--- src/rtl/sram_bar_writer.sv ---
// sram_bar_writer: stores a selectable subset of music bars into external SRAM
// at fixed bar slots, and zero-fills a region of SRAM on request.
//
// Ports
//   i_bclk        clock, all state changes on the rising edge
//   i_rst         synchronous active-low reset
//   i_mode        1 = write mode enabled, 0 = idle / abort an active save
//   i_save        active-low save request, edge-armed
//   i_clear       active-low clear request, overrides every other transition
//   i_bar_mask    bar-select bits, snapshotted when a save is accepted
//   i_music_data  bar payload, word k at [k*DATA_W +: DATA_W], snapshotted per bar
//   o_SRAM_DQ     write data, valid while o_dq_oe = 1
//   o_dq_oe       data-bus drive enable, always !o_write_n
//   o_write_n     SRAM write strobe, active-low
//   o_addr        SRAM address
//   o_busy        high in CLEAR, SCAN, WRITE and DONE
//   o_done        one-cycle pulse when a save completes
//   o_flag        stretched activity indicator
module sram_bar_writer #(
  parameter int unsigned DATA_W        = 16,
  parameter int unsigned ADDR_W        = 20,
  parameter int unsigned NUM_BARS      = 8,
  parameter int unsigned WORDS_PER_BAR = 4,
  parameter int unsigned BASE_ADDR     = 0,
  parameter int unsigned CLEAR_WORDS   = 256,
  parameter int unsigned FLAG_CYCLES   = 200000
) (
  input  logic                            i_bclk,
  input  logic                            i_rst,
  input  logic                            i_mode,
  input  logic                            i_save,
  input  logic                            i_clear,
  input  logic [NUM_BARS-1:0]             i_bar_mask,
  input  logic [WORDS_PER_BAR*DATA_W-1:0] i_music_data,
  output logic [DATA_W-1:0]               o_SRAM_DQ,
  output logic                            o_dq_oe,
  output logic                            o_write_n,
  output logic [ADDR_W-1:0]               o_addr,
  output logic                            o_busy,
  output logic                            o_done,
  output logic                            o_flag
);

  localparam int unsigned BarW  = $clog2(NUM_BARS) + 1;
  localparam int unsigned WordW = $clog2(WORDS_PER_BAR) + 1;
  localparam int unsigned ClrW  = $clog2(CLEAR_WORDS) + 1;
  localparam int unsigned FlagW = $clog2(FLAG_CYCLES + 1);

  localparam logic [BarW-1:0]   LastBar  = BarW'(NUM_BARS - 1);
  localparam logic [WordW-1:0]  LastWord = WordW'(WORDS_PER_BAR - 1);
  localparam logic [ClrW-1:0]   ClrEnd   = ClrW'(CLEAR_WORDS);
  localparam logic [FlagW-1:0]  FlagLoad = FlagW'(FLAG_CYCLES);
  localparam logic [ADDR_W-1:0] BaseAddr = ADDR_W'(BASE_ADDR);

  typedef enum logic [2:0] {
    StIdle,
    StClear,
    StReady,
    StScan,
    StWrite,
    StDone
  } state_e;

  state_e                            state_q;
  logic [BarW-1:0]                   bar_q;
  logic [WordW-1:0]                  word_q;
  logic [ClrW-1:0]                   clr_idx_q;
  logic [FlagW-1:0]                  flag_cnt_q;
  logic [NUM_BARS-1:0]               mask_q;
  logic [WORDS_PER_BAR*DATA_W-1:0]   data_q;
  logic                              armed_q;

  logic                              mask_hit;
  logic [ADDR_W-1:0]                 bar_addr;
  logic [DATA_W-1:0]                 next_word;

  assign mask_hit  = |(mask_q & (NUM_BARS'(1) << bar_q));
  // Slot 0 is reserved, so bar b lives at slot b+1.
  assign bar_addr  = BaseAddr + ADDR_W'((32'(bar_q) + 32'd1) * WORDS_PER_BAR);
  assign next_word = DATA_W'(data_q >> ((32'(word_q) + 32'd1) * DATA_W));

  always_ff @(posedge i_bclk) begin
    if (!i_rst) begin
      state_q    <= StIdle;
      bar_q      <= '0;
      word_q     <= '0;
      clr_idx_q  <= '0;
      flag_cnt_q <= '0;
      mask_q     <= '0;
      data_q     <= '0;
      armed_q    <= 1'b1;
      o_write_n  <= 1'b1;
      o_dq_oe    <= 1'b0;
      o_addr     <= BaseAddr;
      o_SRAM_DQ  <= '0;
      o_busy     <= 1'b0;
      o_done     <= 1'b0;
      o_flag     <= 1'b0;
    end else begin
      o_done    <= 1'b0;
      o_write_n <= 1'b1;
      o_dq_oe   <= 1'b0;

      // A save held low never retriggers; release re-arms it.
      if (i_save) armed_q <= 1'b1;

      if (flag_cnt_q != '0) begin
        flag_cnt_q <= flag_cnt_q - 1'b1;
        o_flag     <= (flag_cnt_q != FlagW'(1));
      end

      if (!i_clear) begin
        // Holding clear keeps restarting it, and keeps retriggering the flag.
        state_q    <= StClear;
        clr_idx_q  <= '0;
        o_busy     <= 1'b1;
        flag_cnt_q <= FlagLoad;
        o_flag     <= 1'b1;
      end else begin
        unique case (state_q)
          StIdle: begin
            o_busy <= 1'b0;
            if (i_mode) state_q <= StReady;
          end
          StReady: begin
            o_busy <= 1'b0;
            if (!i_mode) begin
              state_q <= StIdle;
            end else if (!i_save && armed_q) begin
              mask_q     <= i_bar_mask;
              bar_q      <= '0;
              armed_q    <= 1'b0;
              flag_cnt_q <= FlagLoad;
              o_flag     <= 1'b1;
              o_busy     <= 1'b1;
              state_q    <= StScan;
            end
          end
          StScan: begin
            if (!i_mode) begin
              o_busy  <= 1'b0;
              state_q <= StIdle;
            end else if (mask_hit) begin
              data_q    <= i_music_data;
              word_q    <= '0;
              o_write_n <= 1'b0;
              o_dq_oe   <= 1'b1;
              o_addr    <= bar_addr;
              o_SRAM_DQ <= i_music_data[DATA_W-1:0];
              state_q   <= StWrite;
            end else if (bar_q != LastBar) begin
              bar_q <= bar_q + 1'b1;
            end else begin
              o_done  <= 1'b1;
              state_q <= StDone;
            end
          end
          StWrite: begin
            if (!i_mode) begin
              o_busy  <= 1'b0;
              state_q <= StIdle;
            end else if (word_q != LastWord) begin
              word_q    <= word_q + 1'b1;
              o_write_n <= 1'b0;
              o_dq_oe   <= 1'b1;
              o_addr    <= o_addr + 1'b1;
              o_SRAM_DQ <= next_word;
            end else if (bar_q != LastBar) begin
              bar_q   <= bar_q + 1'b1;
              state_q <= StScan;
            end else begin
              o_done  <= 1'b1;
              state_q <= StDone;
            end
          end
          StDone: begin
            o_busy  <= 1'b0;
            state_q <= i_mode ? StReady : StIdle;
          end
          StClear: begin
            if (clr_idx_q == ClrEnd) begin
              o_busy  <= 1'b0;
              state_q <= i_mode ? StReady : StIdle;
            end else begin
              o_write_n <= 1'b0;
              o_dq_oe   <= 1'b1;
              o_SRAM_DQ <= '0;
              o_addr    <= BaseAddr + ADDR_W'(clr_idx_q);
              clr_idx_q <= clr_idx_q + 1'b1;
            end
          end
          default: begin
            o_busy  <= 1'b0;
            state_q <= StIdle;
          end
        endcase
      end
    end
  end

endmodule

--- config.mk ---
export PLATFORM = sky130hd
export DESIGN_NAME = sram_bar_writer
export DESIGN_NICKNAME = d
export VERILOG_FILES = /design/src/rtl/sram_bar_writer.sv
export SDC_FILE = /design/constraint.sdc
export NUM_CORES = 1
export LEC_CHECK = 0
export BUFFER_PORTS_ARGS = -buffer_cell sky130_fd_sc_hd__buf_2
export CAP_MARGIN = 20
export CORE_MARGIN = 1
export CORE_UTILIZATION = 61
export CTS_CLUSTER_DIAMETER = 30
export DETAILED_ROUTE_END_ITERATION = 6
export PLACE_DENSITY = 0.84
export SLEW_MARGIN = 10
export SYNTH_ARGS = -nofsm -noshare
export SYNTH_HDL_FRONTEND = slang
export SYNTH_SLANG_ARGS = --single-unit
export TNS_END_PERCENT = 5
--- constraint.sdc ---
create_clock -name i_bclk -period 6.2 [get_ports i_bclk]
set_clock_uncertainty 0.05 [all_clocks]
set_input_delay 0.62 -clock i_bclk [delete_from_list [all_inputs] [get_ports i_bclk]]
set_output_delay 0.62 -clock i_bclk [all_outputs]
set_load 0.02 [all_outputs]
==> metrics.md <==
| Metric | Value |
|---|---|
| Outcome | `completed` |
| Core area | `11030 sq um` |
| Power Density | `266.7 nW/um^2` |
| Via count | `6633` |
| Worst flop-to-flop path endpoint | `o_addr[18]` |
| Setup bufs post-CTS | `0` |
| Post_cts resized | `0` |
| H-Tree Depth | `4` |
| Post-DP HPWL | `about 12000 um` |
| Ys Warns | `0` |
| Clock buffer depth | `2` |
| ANT nets after route | `0` |
| Post-synth EDFFs | `0` |
| Initial antenna violation count | `0` |
| Setup TNS | `0 ps` |
| R2R Path Start | `state_q[1]` |
| Synthesis-to-layout area growth | `16.81%` |
| Inst Count DP | `1043` |
| 1st-pass router iterations | `5` |
| Total power | `roughly 2.2 mW` |
| HP Start | `i_save` |
| GP Congestion | `0.9181` |
| Hold Vio Cnt, Final | `0` |
| Worst EP required | `6440 ps` |
| R2R setup slack | `2960 ps` |
| Initial Util | `0.6362` |
| Worst skew pair latency | `420 ps` |
| Leak | `3.281 nW` |
| Post-route cell area | `8198 sq um` |
| Synth unique cells | `73` |
| WL final | `18400 um` |
| Worst hold-check path type | `in -> reg` |
| Nets | `1015` |
| Synth Register Bits | `135` |
| Gr ovfl total | `0` |
| Final non-filler cell total | `1078` |
| Relative slew margins | `0.2677` |
| Final min period | `3240 ps` |
| Max Cap Viol | `0` |
| GR Util All Layers | `0.3073` |
| Synth async-reset ratio | `0` |
| IO Count | `~120` |
| Post-Syn Area | `between 7000 and 8000 sq um` |
| Startpoint types | `register` |
| Fmax achieved | `0.3087 GHz` |
| Full die area | `11940 sq um` |
| Die Width | `between 100 and 150 um` |
| PortBufs | `117` |
| Vias in the first global route | `5820` |
| R2r worst-path depth | `5` |
| DRC Markers | `0` |
| Clock sink count | `around 140` |
| Least-Margin Pin Slew | `1097 ps` |
| Die Span Y | `109.3 um` |
| First-pass GRT wire length | `28480 um` |
| Critical Path Sink Type | `register` |
| Via/cell ratio | `6.153` |
| DRT iter0 DRCs | `674` |
| Largest net degree at the start of global routing | `between 90 and 100` |
| Worst hold stages | `2` |
| Mapped Nets | `940` |
| Slew Viols, Final | `0` |
| Layout cells sized above 1 | `0.1866` |
| Final setup fails | `0` |
| VDD IR-drop max | `0.0002364 V` |
| CP arrival | `~3500 ps` |
| TritonCTS clock tree | `built` |
| CP Class | `reg -> reg` |
| Seq/Total Area, Yosys | `0.3851` |
| Hold EP | `armed_q` |
| Largest fanout on the critical path | `23` |
| Placement Cell Area | `7553 sq um` |
| Fin crit share | `0.5225` |
| Hold buffer count at cts | `0` |
| CTS buffer count | `17` |
| Fin util | `0.7432` |
| Dominant synthesized flop cell | `dfxtp_1` |
| Root buffer cell | `clkbuf_16` |
| Drt wl/cell | `17.07 um` |
| Worst-path clk slew | `60 ps` |
| RSZ-0062 raised after global routing | `no` |
| Cells after synthesis | `850` |
| Syn Area/Cell | `about 8.3 sq um` |
| Diode count | `0` |
| Cell Rows | `38` |
## worst max path at each step
| stage | endpoint | start | slack [ps] |
|---|---|---|---|
| 2_1_floorplan | bar_q[0] | bar_q[0] | 3990 |
| 3_3_place_gp | o_write_n | i_rst | 3230 |
| 3_5_place_dp | o_addr[6] | word_q[1] | 3130 |
| 4_1_cts | word_q[2] | word_q[1] | 3040 |
| 5_1_grt | o_addr[11] | word_q[1] | 2870 |
| 6_report | o_addr[18] | state_q[1] | 2960 |
## kinds of logic after synthesis
group | count (synthesis) | synth area share
muxes | 58 | 0.08272
adders and majority gates | 13 | 0.02318
buffers and inverters | 87 | 0.05045
and+or+nand+nor | 333 | 0.2296
DFF | 135 | 0.3851
xor gates and xnor gates | 22 | 0.02746
AOI/OAI and AO/OA | 202 | 0.2015
## cell type report
cell class	instances	area (sq um)
Clock buffer	19	452.9
Clock inverter	13	168.9
Fill cell	829	2833
Inverter	17	63.81
Multi-Input combinational cell	628	3979
Sequential cell	135	2703
Tap cell	140	175.2
Timing Repair Buffer	126	655.6
## worst max-delay path, stage by stage, from the launching register on
cell,delay (ps)
dfxtp_1,630
or3b_1,750
o221a_2,540
nand3b_1,550
o21ai_0,440
mux2i_1,130
## through the flow
stage	setup slack, ps	hold slack, ps
floorplan	3993	377.3
global placement	3229	385.4
finish	2961	342.0
global route	2868	357.5
detailed placement	3126	399.8
CTS	3042	343.9
## where the power goes
part / total [mW] / internal (mW) / switching, mW
clock: 1.06 / 0.657 / 0.399
combinational: 0.222 / 0.0893 / 0.133
sequential: 0.908 / 0.886 / 0.0215
total: 2.19 / 1.63 / 0.553
## placed cells by master, fill, tap and decap left out, drive strengths merged, types with 5 or more instances in the layout
master     n
a211oi     5
o21ai     70
mux2i     58
o2bb2ai   16
a31oi      7
inv       20
ha        13
o211ai    18
nor2      57
clkbuf    19
buf      126
nand2    126
nor3      13
nand3     75
nor2b      5
nand3b     5
a22o      19
a21oi     20
xor2      13
nand4     12
a2111oi    6
xnor2      9
nor4       8
dfxtp    135
## cells in the mapped netlist, types with 3 or more instances
cell,count,area (sq um)
o21ai_1,7,35.03
o21ai_0,62,310.3
o2bb2ai_1,16,140.1
o211ai_1,17,127.6
nor4_1,6,37.54
and2_1,4,25.02
a221oi_1,3,26.28
nor4b_2,3,45.04
buf_1,3,11.26
a22o_1,19,166.4
xor2_1,13,113.9
nand2b_1,4,25.02
mux2i_1,58,580.6
nand3_1,75,375.4
o2111ai_1,4,35.03
nand2_1,125,469.2
a31oi_1,7,43.79
inv_1,17,63.81
a21oi_1,20,100.1
o31ai_1,3,22.52
ha_1,13,162.7
nor2b_1,5,31.28
xnor2_1,9,78.83
clkbuf_1,51,191.4
a2111oi_1,4,40.04
buf_4,3,22.52
a22oi_1,3,22.52
a211oi_1,5,37.54
and3_1,4,25.02
nor2_1,56,210.2
buf_2,13,65.06
o32ai_1,3,26.28
nor3_1,13,65.06
and4_1,4,35.03
nand4_1,12,75.07
dfxtp_1,135,2703
nand3b_1,5,37.54
## state kept, by name (all words and copies together), names as in the netlist
signal and flops:
o_dq_oe 1, o_addr 20, o_done 1, o_busy 1, flag_cnt_q 18, word_q 3
o_write_n 1, mask_q 8, o_SRAM_DQ 16, armed_q 1, bar_q 4, clr_idx_q 9
state_q 3, data_q 48, o_flag 1
## layer usage
layer,global-route usage,wire (um),vias to the layer above
li1,-,-,3229
met1,0.4236,8172,3079
met2,0.4677,8444,286
met3,0.06635,1421,39
met4,0.1190,359,0
met5,0,0,-
Power figures use the tool's default switching activity.
